--- config.mk ---
export PLATFORM = sky130hd
export DESIGN_NAME = reg_cmd_ctrl
export DESIGN_NICKNAME = d
export VERILOG_FILES = /design/src/rtl/reg_cmd_pkg.sv /design/src/rtl/ctrl_timeout_cnt.sv /design/src/rtl/reg_cmd_ctrl.sv
export SDC_FILE = /design/constraint.sdc
export NUM_CORES = 1
export LEC_CHECK = 0
export CORE_ASPECT_RATIO = 1.4
export CORE_UTILIZATION = 46
export CTS_CLUSTER_SIZE = 40
export DETAILED_ROUTE_END_ITERATION = 8
export GPL_TIMING_DRIVEN = 0
export PLACE_DENSITY = 0.83
export SETUP_SLACK_MARGIN = 0.2
export SYNTH_ARGS = -nofsm -noshare
export SYNTH_HDL_FRONTEND = slang
export SYNTH_HIERARCHICAL = 1
export SYNTH_SLANG_ARGS = --single-unit
--- constraint.sdc ---
create_clock -name CLK -period 4 [get_ports CLK]
set_input_delay 0.4 -clock CLK [delete_from_list [all_inputs] [get_ports CLK]]
set_output_delay 0.4 -clock CLK [all_outputs]
set_load 0.02 [all_outputs]
--- src/rtl/reg_cmd_pkg.sv ---
// reg_cmd_pkg
// Shared definitions for the register-file command decoder:
//   - default data/address widths and inter-byte timeout
//   - command opcodes CMD_WR / CMD_RD
//   - FSM state encoding
//   - helper telling which states are covered by the inter-byte timeout
package reg_cmd_pkg;

  localparam int DEF_DATA_WIDTH     = 8;
  localparam int DEF_ADDR_WIDTH     = 4;
  localparam int DEF_TIMEOUT_CYCLES = 1024;

  localparam logic [7:0] CMD_WR = 8'hAA;
  localparam logic [7:0] CMD_RD = 8'hBB;

  typedef enum logic [2:0] {
    IDLE,
    WR_ADDR,
    WR_DATA,
    RD_ADDR,
    RD_WAIT,
    TX_SEND
  } state_t;

  // Only the states that are waiting for the next RX byte of a frame are
  // timed; waiting on the register file or the transmitter is not.
  function automatic logic isTimedState(input state_t s);
    return (s == WR_ADDR) || (s == WR_DATA) || (s == RD_ADDR);
  endfunction

endpackage

--- src/rtl/ctrl_timeout_cnt.sv ---
// ctrl_timeout_cnt
// Loadable down-counter with an expire flag, used as the inter-byte
// watchdog of reg_cmd_ctrl.
// Ports:
//   CLK      in   system clock
//   RST      in   asynchronous reset, active-low
//   i_load   in   reload the counter to the full timeout window
//   i_en     in   count this cycle
//   o_expire out  window used up while enabled
module ctrl_timeout_cnt #(
  parameter int TIMEOUT_CYCLES = 1024
) (
  input  logic CLK,
  input  logic RST,
  input  logic i_load,
  input  logic i_en,
  output logic o_expire
);

  localparam int CNT_W = $clog2(TIMEOUT_CYCLES) + 1;
  localparam logic [CNT_W-1:0] LOAD_VAL = CNT_W'(TIMEOUT_CYCLES - 1);

  logic [CNT_W-1:0] r_cnt;

  // Loaded with TIMEOUT_CYCLES-1 so that the expire flag shows up in the
  // TIMEOUT_CYCLES-th enabled cycle after the last load.
  always_ff @(posedge CLK or negedge RST) begin
    if (!RST) begin
      r_cnt <= LOAD_VAL;
    end else if (i_load) begin
      r_cnt <= LOAD_VAL;
    end else if (i_en && (r_cnt != '0)) begin
      r_cnt <= r_cnt - CNT_W'(1);
    end
  end

  assign o_expire = i_en && (r_cnt == '0);

endmodule

--- src/rtl/reg_cmd_ctrl.sv ---
// reg_cmd_ctrl
// Command decoder between the UART receiver/transmitter and the system
// register file. Frames:
//   write: 0xAA, ADDR, DATA  -> one-cycle WrEn with Address/WrData
//   read : 0xBB, ADDR        -> one-cycle RdEn, then the read value is sent
//                               back as a single TX byte
// Anything else is discarded with a one-cycle FRAME_ERR pulse.
// Optional build macro CTRL_TIMEOUT_EN adds an inter-byte timeout
// (TIMEOUT_CYCLES) for partially received frames.
// Ports:
//   CLK, RST            clock, asynchronous active-low reset
//   RX_P_DATA/RX_D_VLD  received byte and its one-cycle valid
//   WrEn/RdEn           register file write/read strobes
//   Address/WrData      register file address and write data
//   RdData/RdData_Valid register file read data and (sticky) valid level
//   TX_P_DATA/TX_D_VLD  byte to transmit and its one-cycle request
//   TX_Busy             transmitter busy
//   FRAME_ERR           one-cycle pulse per discarded frame or byte
module reg_cmd_ctrl
  import reg_cmd_pkg::*;
#(
  parameter int DATA_WIDTH     = DEF_DATA_WIDTH,
  parameter int ADDR_WIDTH     = DEF_ADDR_WIDTH,
  parameter int TIMEOUT_CYCLES = DEF_TIMEOUT_CYCLES
) (
  input  logic                  CLK,
  input  logic                  RST,
  input  logic [DATA_WIDTH-1:0] RX_P_DATA,
  input  logic                  RX_D_VLD,
  output logic                  WrEn,
  output logic                  RdEn,
  output logic [ADDR_WIDTH-1:0] Address,
  output logic [DATA_WIDTH-1:0] WrData,
  input  logic [DATA_WIDTH-1:0] RdData,
  input  logic                  RdData_Valid,
  output logic [DATA_WIDTH-1:0] TX_P_DATA,
  output logic                  TX_D_VLD,
  input  logic                  TX_Busy,
  output logic                  FRAME_ERR
);

  state_t r_state;
  logic   w_addr_ok;
  logic   w_expire;

  // An address byte is legal when no bit above the address field is set.
  assign w_addr_ok = (RX_P_DATA >> ADDR_WIDTH) == '0;

`ifdef CTRL_TIMEOUT_EN
  logic w_timed;

  // Every received byte restarts the window; leaving the timed states
  // keeps it parked at full length.
  assign w_timed = isTimedState(r_state);

  ctrl_timeout_cnt #(
    .TIMEOUT_CYCLES(TIMEOUT_CYCLES)
  ) u_timeout (
    .CLK      (CLK),
    .RST      (RST),
    .i_load   (RX_D_VLD || !w_timed),
    .i_en     (w_timed),
    .o_expire (w_expire)
  );
`else
  logic w_timeout_unused;

  // Keeps the timeout parameter referenced in builds without the counter.
  assign w_timeout_unused = (TIMEOUT_CYCLES != 0);
  assign w_expire         = 1'b0;
`endif

  // Frame decoder. Strobes and FRAME_ERR default low every cycle so each is
  // a single-cycle pulse. RD_WAIT ignores RdData_Valid while RdEn is still
  // high, because the register file keeps valid asserted from the previous
  // read and only refreshes RdData after it has seen the new RdEn.
  always_ff @(posedge CLK or negedge RST) begin
    if (!RST) begin
      r_state   <= IDLE;
      WrEn      <= 1'b0;
      RdEn      <= 1'b0;
      Address   <= '0;
      WrData    <= '0;
      TX_P_DATA <= '0;
      TX_D_VLD  <= 1'b0;
      FRAME_ERR <= 1'b0;
    end else begin
      WrEn      <= 1'b0;
      RdEn      <= 1'b0;
      TX_D_VLD  <= 1'b0;
      FRAME_ERR <= 1'b0;
      unique case (r_state)
        IDLE: begin
          if (RX_D_VLD) begin
            if (RX_P_DATA == DATA_WIDTH'(CMD_WR)) begin
              r_state <= WR_ADDR;
            end else if (RX_P_DATA == DATA_WIDTH'(CMD_RD)) begin
              r_state <= RD_ADDR;
            end else begin
              FRAME_ERR <= 1'b1;
            end
          end
        end
        WR_ADDR: begin
          if (RX_D_VLD) begin
            if (w_addr_ok) begin
              Address <= RX_P_DATA[ADDR_WIDTH-1:0];
              r_state <= WR_DATA;
            end else begin
              FRAME_ERR <= 1'b1;
              r_state   <= IDLE;
            end
          end else if (w_expire) begin
            FRAME_ERR <= 1'b1;
            r_state   <= IDLE;
          end
        end
        WR_DATA: begin
          if (RX_D_VLD) begin
            WrData  <= RX_P_DATA;
            WrEn    <= 1'b1;
            r_state <= IDLE;
          end else if (w_expire) begin
            FRAME_ERR <= 1'b1;
            r_state   <= IDLE;
          end
        end
        RD_ADDR: begin
          if (RX_D_VLD) begin
            if (w_addr_ok) begin
              Address <= RX_P_DATA[ADDR_WIDTH-1:0];
              RdEn    <= 1'b1;
              r_state <= RD_WAIT;
            end else begin
              FRAME_ERR <= 1'b1;
              r_state   <= IDLE;
            end
          end else if (w_expire) begin
            FRAME_ERR <= 1'b1;
            r_state   <= IDLE;
          end
        end
        RD_WAIT: begin
          if (RX_D_VLD) begin
            FRAME_ERR <= 1'b1;
          end
          if (!RdEn && RdData_Valid) begin
            TX_P_DATA <= RdData;
            r_state   <= TX_SEND;
          end
        end
        TX_SEND: begin
          if (RX_D_VLD) begin
            FRAME_ERR <= 1'b1;
          end
          if (!TX_Busy) begin
            TX_D_VLD <= 1'b1;
            r_state  <= IDLE;
          end
        end
        default: r_state <= IDLE;
      endcase
    end
  end

endmodule

# Yosys cells after proc, flatten, opt, wreduce, memory -nomap -nowiden
# Cells that the tools add are included.
# W data, S select, Z words.
word_totals:
  regBits: 27
  elab_cells: 56
classes:
  n_eq_ne: 14
  muxes: 24
  n_reduce_logical: 10
ops:
  columns: ["op", "count"]
  rows:
  - ["$mux W3", 9]
  - ["$pmux W3 S6", 1]
  - ["$eq A8 B8 Y1 const B", 2]
  - ["$mux W1", 12]
  - ["$ne A2 B2 Y1 const B", 6]
  - ["$logic_not A8 Y1", 1]
  - ["$reduce_and A7 Y1", 1]
  - ["$eq A3 B2 Y1 const B", 2]
  - ["$eq A3 B3 Y1 const B", 2]
  - ["$reduce_and A2 Y1", 2]
  - ["$reduce_or A2 Y1", 2]
  - ["$eq A3 B1 Y1 const B", 1]
  - ["$logic_not A3 Y1", 1]
  - ["$ne A3 B3 Y1 const B", 1]
  - ["$pmux W1 S3", 1]
  - ["$reduce_and A3 Y1", 1]
  - ["$mux W2", 1]
  - ["$logic_and A1 B1 Y1", 1]
  - ["$logic_not A1 Y1", 1]

# Longest topological paths before layout
# Gate-level depths: netlist of run 1.
logic_depth:
  depth_word: 5
  ltp_mapped: 5
  mapped_depth_nobuf: 4

# Worst setup path after synthesis of run 1
# OpenSTA, ideal clock, no wires.
synth_path:
  path_kind: "register to register"
  startpoint: "register RdEn"
  endpoint: "register TX_P_DATA[0]"
  setup_ns: 0.125
  arrival_time_ns: 1.456
  required_ns: 3.875
  path_slack_ns: 2.419
  path_stages_with_launch: 5
  path_buffers: 1
  period_less_slack_ns: 1.581
  cell_sequence: "dfrtp_1 > nand2b_1 > or4_4 > buf_6 > mux2_4"
synth_via:
  elab_chain_cells: 3
synth_rtl:
  columns: ["item", "line_no", "text"]
  rows:
  - ["start, declared", "reg_cmd_ctrl.sv:31", "output logic RdEn,"]
  - ["start signal, assigned", "reg_cmd_ctrl.sv:81", "RdEn <= 1'b0;"]
  - ["start signal, assigned", "reg_cmd_ctrl.sv:89", "RdEn <= 1'b0;"]
  - ["start signal, assigned", "reg_cmd_ctrl.sv:132", "RdEn <= 1'b1;"]
  - ["$logic_not A1 Y1", "reg_cmd_ctrl.sv:147", "if (!RdEn && RdData_Valid) begin"]
  - ["$logic_and A1 B1 Y1", "reg_cmd_ctrl.sv:147", null]
  - ["$reduce_and A2 Y1 (no source line)", null, null]
  - ["end signal, assigned", "reg_cmd_ctrl.sv:148", "TX_P_DATA <= RdData;"]
  - ["end, declared", "reg_cmd_ctrl.sv:36", "output logic [DATA_WIDTH-1:0] TX_P_DATA,"]
# Every way passes these cells.
# A chain may end at the register's enable or synchronous reset.

# Worst setup path after layout of run 1
layout_path:
  startpoint: "input RX_P_DATA[4]"
  endpoint: "register r_state[0]"
layout_via:
  elab_chain_cells: 4
  elab_cells_between_ends: 7
layout_rtl:
  columns: ["item", "line_no", "text"]
  rows:
  - ["start, declared", "reg_cmd_ctrl.sv:28", "input logic [DATA_WIDTH-1:0] RX_P_DATA,"]
  - ["$eq A8 B8 Y1", "reg_cmd_ctrl.sv:95", "if (RX_P_DATA == DATA_WIDTH'(CMD_WR)) begin"]
  - ["$mux W3", "reg_cmd_ctrl.sv:95", null]
  - ["$mux W3", "reg_cmd_ctrl.sv:94", "if (RX_D_VLD) begin"]
  - ["$pmux W3 S6", "reg_cmd_ctrl.sv:92", "unique case (r_state)"]
  - ["end signal, assigned", "reg_cmd_ctrl.sv:96", "r_state <= WR_ADDR;"]
  - ["end signal, assigned", "reg_cmd_ctrl.sv:98", "r_state <= RD_ADDR;"]
  - ["end signal, assigned", "reg_cmd_ctrl.sv:108", "r_state <= WR_DATA;"]
  - ["end, declared", "reg_cmd_ctrl.sv:42", "state_t r_state;"]
# Several ways; a longest one is shown, not always the timed one. The select of a mux whose other input is x is not followed.

==> metrics.txt, run 1 <==
status finished clean; DRT Pass-1 Iters 4; combinational share of power about 53%; post_cts resized 0; Die Wd 44.6 um; Adder-Cell Fraction of Synth Area 0%; slew margin rel. a little under a quarter; Compound-Gate Fraction of Synth Area between 3 and 4%; ys flop type dfrtp_1; crit path DAT between 2 and 2.5 ns; fin cells 164; syn nets between 100 and 150; PD cells 715 mW/mm^2; CTS tree yes; Net Switching 0.420 mW; DRT Wirelength between 2000 and 2500 um; routed length per instance 14.1 um; Flop pwr share between 30% and 40%; Final Core Density between 70 and 80%; vias per cell 5.20; Initial DRC Count 16; Skew-Pair Late Insertion Delay 0.33 ns; first-pass GRT wire length between 3000 and 4000 um; Sink Count 27; Clk pwr share about a tenth; worst endpoint required time ~4.2 ns; CTS Buf Count 3; Pint approximately 0.8 mW; Die H 61.7 um; Syn. warnings 6; Tmin final 1.81 ns; net switching fraction of the power a little over a third; sequential cell area fraction in the yosys report between 50% and 60%; post-synthesis xor/xnor area fraction 0.748%; startpoint types input pin; Via Count 853; Worst-path clk slew around 0.14 ns; clk_skew between 0.002 and 0.0025 ns; FF+latch count, synth 27; Max IR drop VDD 449 uV; Core ar. about 0.0024 mm^2; leakage dissipation between 0.7 and 0.8 nW; GPL Wtd Cong 0.760; CP Capture Type flop; total gr overflow 0; Clock Tree Buf Depth 2; worst hold path type flop to flop; wl on met1 approximately 950 um; Final #Nets ~150; Placed Cells 160; pre-CTS setup slack between 1.5 and 2 ns; number of inserted diodes 0; vias in the first global route between 800 and 900; Mapped Avg Cell Area approximately 14 um^2; DRC errors left 0; Die ar. about 0.0028 mm^2; setup TNS 0 ns; Final Hold Fails 0; clock root buffer clkbuf_4; Simple-Gate Fraction of Synth Area 9.72%; Initial Util 49.0%; # IOs 45; Cell variety after synth 25; delay of the slowest cell on the worst path approximately 0.47 ns; RSZ-0062 raised after global routing false; Cells after Synth between 80 and 90; mux contribution to synthesized area 24.6%; Tightest Pin Transition 1.14 ns; number of core rows 21; CP max-delay cell clkdlybuf4s50_1; H-tree depth 1; routed wl met2 1160 um; # hold bufs at CTS 0; initial antenna violation count 0; Synth Cell Area ~0.0012 mm^2; final worst slack between 2 and 2.5 ns; max frequency 552 MHz; Setup violations, final 0; Post-synth EDFFs 0; Post-DRT Antenna Nets 0; fin crit share a little under half; met3 wire len roughly 170 um; GR Util All Layers 18.6%; I/O Buffers 44; largest family of logic cells by synthesized area multiplexers; critical path fanouts, max 4; Area Growth Syn to Fin 43.5%; largest net degree at the start of global routing 28; DP Wirelength approximately 1800 um; fraction of layout cells with a size suffix above 1 about a quarter; Synth async-reset ratio between 90% and 100%; DR top layer met4; WHS about 0.52 ns; total of max-cap violations 0; final-report max-slew violation count 0; critical path class input pin to flop; crit path cell chain clkdlybuf4s50_1 -> xor2_1 -> nor4_1 -> o211ai_1 -> mux2_2; postcts setup bufs 0
placed cells by master (no fill, tap or decap):
master	count
a21oi_1	1
a31oi_1	1
buf_4	2
buf_6	2
clkbuf_1	1
clkbuf_4	3
clkdlybuf4s50_1	44
dfrtp_1	27
inv_2	1
mux2_2	14
mux2_4	8
mux2i_1	1
nand2_1	4
nand2b_1	2
nand3_1	2
nand4b_1	1
nor2_1	3
nor2b_1	1
nor3_1	2
nor3_2	1
nor4_1	2
o211a_1	1
o211ai_1	1
o22a_1	1
o22ai_1	1
or3_1	1
or4_4	1
xor2_1	1
Yosys cell counts (all sizes together), types with 2 or more instances:
cell type / instances / area [um^2]
nor4: 2 / 12.5
buf: 4 / 37.5
mux2: 22 / 278
nor3: 3 / 20.0
nand2b: 2 / 12.5
nand2: 4 / 15.0
nand3: 2 / 10.0
nor2: 3 / 11.3
dfrtp: 27 / 676
worst paths after layout:
check                             startpoint            to  slack (ns)  cells after the start
worst min register to register  TX_P_DATA[2]  TX_P_DATA[2]        0.52                      1
worst max-delay path            RX_P_DATA[4]    r_state[0]        2.19                      5
worst max register to register    r_state[1]  TX_P_DATA[6]        2.36                      4
worst min-delay path            TX_P_DATA[2]  TX_P_DATA[2]        0.52                      1
max in group asynchronous                RST     WrData[3]        2.67                      1
min in group asynchronous                RST  TX_P_DATA[3]        0.65                      1
critical path, delay by kind of cell:
| family | cells | cell delay (ns) |
|---|---|---|
| buffers and inverters | 1 | 0.47 |
| multiplexers | 1 | 0.32 |
| AO/OA/AOI/OAI | 1 | 0.25 |
| AND/OR/NAND/NOR | 1 | 0.42 |
| XOR/XNOR | 1 | 0.19 |
through the flow:
step | cell area (um^2) | total power, mW
final | 1680 | 1.20
after global routing | 1680 | 1.27
after CTS | 1680 | 1.21
after detailed placement | 1650 | 1.09
after global placement | 1650 | 1.07
after floorplan | 1170 | 0.814
kinds of logic after synthesis:
family | Yosys count
AOI/OAI and AO/OA | 6
and+or+nand+nor | 20
buffers and inverters | 5
muxes | 23
DFF | 27
xor gates and xnor gates | 1
flip-flops by register name, indices dropped and copies added, names as in the netlist:
register	cells
WrEn	1
RdEn	1
TX_D_VLD	1
Address	4
FRAME_ERR	1
WrData	8
r_state	3
TX_P_DATA	8
power groups by stage:
stage	clock [mW]	sequential (mW)	combinational [mW]
global route	0.132	0.457	0.681
global placement	0	0.442	0.632
detailed placement	0	0.449	0.644
CTS	0.121	0.443	0.647
floorplan	0	0.576	0.238
finish	0.119	0.442	0.641
cell type report:
type                       count  area [um^2]
clock buffer                   4         26.3
sequential                    27          676
multi-input combinational     50          454
buffer                         4         37.5
tap                           34         42.5
timing repair buffer          44          440
fill                         171          711
inverter                       1         3.75
per-layer routing:
| metal | global-route usage [%] | vias to the layer above |
|---|---|---|
| met4 | 9.09 | 0 |
| met5 | 0 | - |
| li1 | - | 392 |
| met1 | 21.6 | 408 |
| met3 | 2.89 | 5 |
| met2 | 33.2 | 48 |
No activity file was read; power rests on OpenSTA's default activity.
==> run 2, diff against run 1 <==
Settings changed: CORE_UTILIZATION 46 to 38, PLACE_DENSITY 0.83 to 0.74.
Clock period 4 ns to 1.45 ns, I/O delays scaled along.
==> run 2 against run 1 <==
The flow now finishes with violations (setup timing); total power rose to 3.1 times the previous value; clock-buffer cell count fell by 1; sequential cell count did not move; critical path depth is 1 lower; worst hold slack got worse by 0.32 ns; global-route usage is 0.11 points higher; core utilization is 3.1 points lower; sequential share of layout area shrank 5.5 points; non-clock buffer count grew 14; routed wire length is 30% higher; cell count up 10%.
==> metrics.txt, run 2 (synthesis results as in run 1) <==
status finished with violations; failing checks setup timing; I/O Buffers 44 (unchanged); GPL Wtd Cong 0.729 (-4.1%); hold path start RX_P_DATA[1]; crit path DAT 1.79 ns (-0.26 ns); Flop pwr share 32.8% (-4.0 points); overall power 3.77 mW (+210%); most common cell after layout, fill and taps aside dlygate4sd2_1; DRC errors left 0 (unchanged); Finished Cell Area 0.00195 mm^2 (+16%); Core ar. 0.00291 mm^2 (+22%); final worst slack -0.169 ns (-2.36 ns); Sink Count 27 (unchanged); fraction of layout cells with a size suffix above 1 41.0% (+16 points); DRT Wirelength 3000 um (+30%); Skew-Pair Late Insertion Delay 0.28 ns (-0.05 ns); total of max-cap violations 0 (unchanged); worst hold path type input pin to flop; Regs by FF count TX_P_DATA: 8 flops, WrData: 8 flops, Address: 4 flops; most frequent cells in the layout dlygate4sd2_1 (30), dfrtp_1 (26), mux2_4 (20), clkdlybuf4s50_1 (10), buf_6 (8); largest net degree at the start of global routing 28 (unchanged); wl on met1 1250 um (+31%); total gr overflow 0 (unchanged); Die H 67.7 um (+9.7%); max frequency 618 MHz; startpoint types flop; crit path from r_state[1]; DR top layer met4; Via Count 917 (+7.5%); clk_skew 0.00377 ns (+0.00140 ns); DRT Pass-1 Iters 4 (unchanged); CTS Buf Count 3 (unchanged); Clock Tree Buf Depth 2 (unchanged); first-pass GRT wire length 4580 um (+25%); GR Util All Layers 18.7% (+0.11 points); combinational share of power 55.3% (+1.9 points); # IOs 45 (unchanged); Initial DRC Count 5 (-11); Max IR drop VDD 1110 uV (+150%); DP Wirelength 1750 um (-0.88%); Critical R2R Launch r_state[1]; Final #Nets 166 (+9.2%); net switching fraction of the power 36.5% (+1.6 points); Clk pwr share 11.9% (+2.0 points); Initial Util 40.3% (-8.7 points); final-report max-slew violation count 0 (unchanged); Tmin final between 1.5 and 2 ns; PD cells 1930 mW/mm^2 (+170%); Die Wd 48.9 um (+9.6%); leakage dissipation 0.994 nW (+34%); worst endpoint required time 1.62 ns (-2.61 ns); Die ar. 0.00331 mm^2 (+20%); vias per cell 5.07 (-2.6%); Worst-path clk slew 0.10 ns (-0.04 ns); Multi-input gate area 593 um^2 (+31%); setup TNS -1.63 ns (-1.63 ns); Area Growth Syn to Fin 66.7%; met3 wire len 214 um (+30%); clock root buffer clkbuf_8; routed length per instance 16.6 um (+17%); Pint 2.40 mW (+210%); CTS tree yes; Placed Area 0.00171 mm^2 (+3.6%); Setup violations, final 10 (+10); fillcell total 229 (+34%); CP Capture Type flop; critical path fanouts, max 8 (+4); critical path class flop to flop; Post-DRT Antenna Nets 0 (unchanged); Net Switching 1.38 mW (+230%); initial antenna violation count 0 (unchanged); vias in the first global route 912 (+8.2%); number of inserted diodes 0 (unchanged); Final Core Density 67.2% (-3.1 points); Tightest Pin Transition 0.679 ns (-0.458 ns); number of core rows 23 (+9.5%); RSZ-0062 raised after global routing true; FF/Latch Area 677 um^2 (+0.19%); fin crit share 112%; H-tree depth 1 (unchanged); Final Hold Fails 0 (unchanged); routed wl met2 1500 um (+30%); slew margin rel. 54.7% (+31 points)
[run 2: cell count changes in the layout (fill, tap and decap cells not counted), moves of 3 or more]
cell	before	now
buf_4	2	7
buf_6	2	8
clkbuf_4	3	0
clkbuf_8	0	3
clkdlybuf4s50_1	44	10
dlygate4sd2_1	0	30
mux2_2	14	2
mux2_4	8	20
[run 2: routing by layer]
metal,global-route usage (%),vias to the layer above
met5,0,-
met4,4.41,0
met3,5.18,6
met2,32.8,50
met1,22.8,444
li1,-,417
[run 2: power groups by stage]
stage	registers (mW)	logic (mW)	clock network, mW
4_1_cts	1.24	1.86	0.435
3_5_place_dp	1.26	1.88	0
3_3_place_gp	1.24	1.86	0
5_1_grt	1.28	2.20	0.467
2_1_floorplan	1.60	0.772	0
6_report	1.24	2.09	0.449
[run 2: what timing repair did]
| action | in CTS | in global routing |
|---|---|---|
| hold buffers | 0 | 1 |
| cloned | 0 | 0 |
| setup buffers | 7 | 6 |
| endpoints found under the setup margin | 75 | 26 |
| gates resized for setup | 45 | 17 |
| hold endpoints to repair | 0 | 27 |
| pin swaps | 2 | 5 |
[run 2: worst max-delay path: stages (launching register included)]
cell     delay (ns)
dfrtp_1        0.39
buf_6          0.13
or4_4          0.53
buf_8          0.16
mux2_4         0.30
[run 2: metrics by stage]
step                std cells  setup slack [ns]  hold WS (ns)
floorplan                  82            -0.118        -0.151
global placement          163            -0.412         0.489
detailed placement        163            -0.467         0.492
CTS                       174            -0.156         0.289
global route              181            -0.188         0.220
finish                    181            -0.169         0.203
[run 2: path summary, 6_finish.rpt]
kind / slack [ns] / depth (start not counted) / end
worst min register to register: 0.51 / 1 / Address[1]
worst max register to register: -0.17 / 4 / TX_P_DATA[2]
min in group asynchronous: 0.43 / 2 / TX_P_DATA[0]
max in group asynchronous: 0.55 / 2 / RdEn
worst min-delay path: 0.20 / 2 / WrData[1]
worst max-delay path: -0.17 / 4 / TX_P_DATA[2]
[run 2: area by class of cell]
cell class | count | area share (%)
clock buffer | 3 | 2.12
sequential | 27 | 34.7
timing repair buffer | 58 | 27.5
multi-input combinational | 50 | 30.4
clock inverter | 1 | 0.256
inverter | 1 | 0.192
tap | 37 | 2.37
buffer | 4 | 2.50
==> run 3, diff against run 2 <==
--- a/config.mk
+++ b/config.mk
@@ -7,4 +7,6 @@
 export LEC_CHECK = 0
+export ABC_CLOCK_PERIOD_IN_PS = 1450
 export CORE_ASPECT_RATIO = 1.4
 export CORE_UTILIZATION = 38
+export CTS_CLUSTER_DIAMETER = 40
 export CTS_CLUSTER_SIZE = 40
==> constraint.sdc (replaced) <==
create_clock -name CLK -period 1.45 [get_ports CLK]
set_input_delay 0.2175 -clock CLK [delete_from_list [all_inputs] [get_ports CLK]]
set_output_delay 0.2175 -clock CLK [all_outputs]
set_load 0.02 [all_outputs]
==> run 3 against run 2 <==
Via count fell by 2.4%; total power fell by 0.70%; largest power group unchanged; clock power fell by 4%; the flow finishes with violations (hold timing, setup timing); global-route usage rose by 1.6 points; critical endpoint is now TX_P_DATA[3]; maximum frequency rose by 0.73%; core utilization fell by 0.086 points; sequential cell count did not move; worst hold slack got worse by 0.24 ns; sequential power barely moved; non-clock buffer count fell by 3; first-iteration DRC count rose to 2.8 times the previous value.
==> metrics.txt, run 3 (synthesis results as in run 1) <==
status finished with violations; failing checks hold timing, setup timing; I/O Buffers 44 (unchanged); CTS Buf Count 3 (unchanged); critical path class flop to flop; number of core rows 23 (unchanged); GPL Wtd Cong 0.729 (unchanged); Skew-Pair Late Insertion Delay 0.27 ns (about the same); GR Util All Layers 20.2% (+1.6 points); RSZ-0062 raised after global routing true; first-pass GRT wire length 4920 um (+7.4%); Regs by FF count TX_P_DATA: 8 flops, WrData: 8 flops, Address: 4 flops; Initial DRC Count 14 (+9); Die H 67.7 um (unchanged); # IOs 45 (unchanged); Worst-path clk slew 0.09 ns (about the same); most common cell after layout, fill and taps aside dlygate4sd2_1; fillcell total 224 (-2.2%); vias in the first global route 968 (+6.1%); leakage dissipation 0.975 nW (-2.0%); max frequency 622 MHz (+0.73%); Finished Cell Area 0.00195 mm^2 (-0.13%); CTS tree yes; DRT Pass-1 Iters 4 (unchanged); # hold bufs at CTS 0 (unchanged); worst endpoint required time 1.61 ns (about the same); Initial Util 40.3% (unchanged); routed length per instance 17.1 um (+2.8%); final worst slack -0.157 ns (+0.0117 ns); total gr overflow 0 (unchanged); DRC errors left 0 (unchanged); Sink Count 27 (unchanged); number of inserted diodes 0 (unchanged); CP Capture Type flop; DRT Wirelength 3040 um (+1.1%); worst hold path type input pin to async pin; Max IR drop VDD 1210 uV (+9.5%); Final Hold Fails 27 (+27); Clock Tree Buf Depth 2 (unchanged); startpoint types flop; crit path DAT 1.77 ns (-0.02 ns); DP Wirelength 1750 um (unchanged); setup TNS -1.56 ns (+0.0648 ns); clk_skew 0.00212 ns (-0.00165 ns); Final #Nets 163 (-1.8%); initial antenna violation count 0 (unchanged); Post-DRT Antenna Nets 0 (unchanged); Via Count 895 (-2.4%); Placed Area 0.00171 mm^2 (unchanged); H-tree depth 1 (unchanged); Final Core Density 67.1% (-0.086 points); Area Growth Syn to Fin 66.5%; Die Wd 48.9 um (unchanged); WHS -0.0386 ns (-0.242 ns); PD cells 1920 mW/mm^2 (-0.57%); critical path fanouts, max 8 (unchanged); Die ar. 0.00331 mm^2 (unchanged); Core ar. 0.00291 mm^2 (unchanged); final-report max-slew violation count 0 (unchanged); vias per cell 5.03 (-0.75%); total of max-cap violations 0 (unchanged); fin crit share 111% (-0.81 points); fraction of layout cells with a size suffix above 1 41.1% (+0.16 points); clock root buffer clkbuf_8; largest net degree at the start of global routing 28 (unchanged); Tightest Pin Transition 0.676 ns (-0.00363 ns); slew margin rel. 55.0% (+0.24 points); most frequent cells in the layout dlygate4sd2_1 (32), dfrtp_1 (26), mux2_4 (20), clkdlybuf4s50_1 (10); Tmin final 1.61 ns (-0.0117 ns); Setup violations, final 18 (+8)
## run 3: cell types whose count changed in the layout (fill, tap and decap cells not counted)
cell / delta
clkdlybuf4s15_1: +1
nand2_4: +1
dlygate4sd3_1: -1
dlymetal6s2s_1: -2
clkbuf_2: -1
clkbuf_16: +1
xor2_1: -1
nand2_1: -1
buf_6: -2
dlygate4sd2_1: +2
buf_4: -1
xor2_2: +1
## run 3: critical path, stage by stage, from the launching register on
cell and delay (ns):
dfrtp_1 0.38, buf_6 0.13, or4_4 0.53, buf_8 0.16, mux2_4 0.30
## run 3: layer usage
| layer | share of wire, % | wire length (um) | GRT usage, % |
|---|---|---|---|
| met1 | 39 | 1180 | 23.5 |
| met2 | 53 | 1600 | 36.3 |
| met3 | 7.0 | 212 | 5.41 |
| met4 | 1.4 | 41 | 6.62 |
| met5 | 0 | 0 | 0 |
## run 3: power by group
part	internal [mW]	switching, mW	total [mW]
clock network	0.193	0.240	0.433
registers	1.07	0.161	1.23
logic	1.12	0.957	2.08
total	2.39	1.36	3.75
## run 3: final timing paths
kind	from	end	slack (ns)	cells after the start
max in group asynchronous	RST	RdEn	1.02	1
max reg2reg	r_state[1]	TX_P_DATA[3]	-0.16	4
min in group CLK	RX_P_DATA[2]	WrData[2]	0.35	2
min	RST	TX_P_DATA[0]	-0.04	1
max	r_state[1]	TX_P_DATA[3]	-0.16	4
min reg2reg	Address[1]	Address[1]	0.51	1
## run 3: cell type report
type | instances | area [um^2] | share of cell area (%)
inverters | 1 | 3.75 | 0.193
plain buffers | 4 | 48.8 | 2.50
clock buffers | 3 | 41.3 | 2.12
clock inverters | 1 | 5.00 | 0.257
flip-flops and latches | 27 | 677 | 34.7
repair buffers | 55 | 519 | 26.6
well taps | 37 | 46.3 | 2.37
multi-input cells | 50 | 608 | 31.2
## run 3: per-stage QoR
stage | setup WS [ns] | instances | power, mW | hold WS (ns)
finish | -0.157 | 178 | 3.75 | -0.0386
global placement | -0.485 | 163 | 3.09 | 0.489
CTS | -0.152 | 177 | 3.66 | 0.362
global route | -0.185 | 178 | 3.94 | 0.00598
floorplan | -0.118 | 82 | 2.37 | -0.0781
detailed placement | -0.540 | 163 | 3.14 | 0.492
## run 3: timing repair
item	CTS	global route
gates cloned	1	0
pin swaps	3	4
endpoints found under the setup margin	77	52
resized for setup	53	11
buffers inserted	9	1
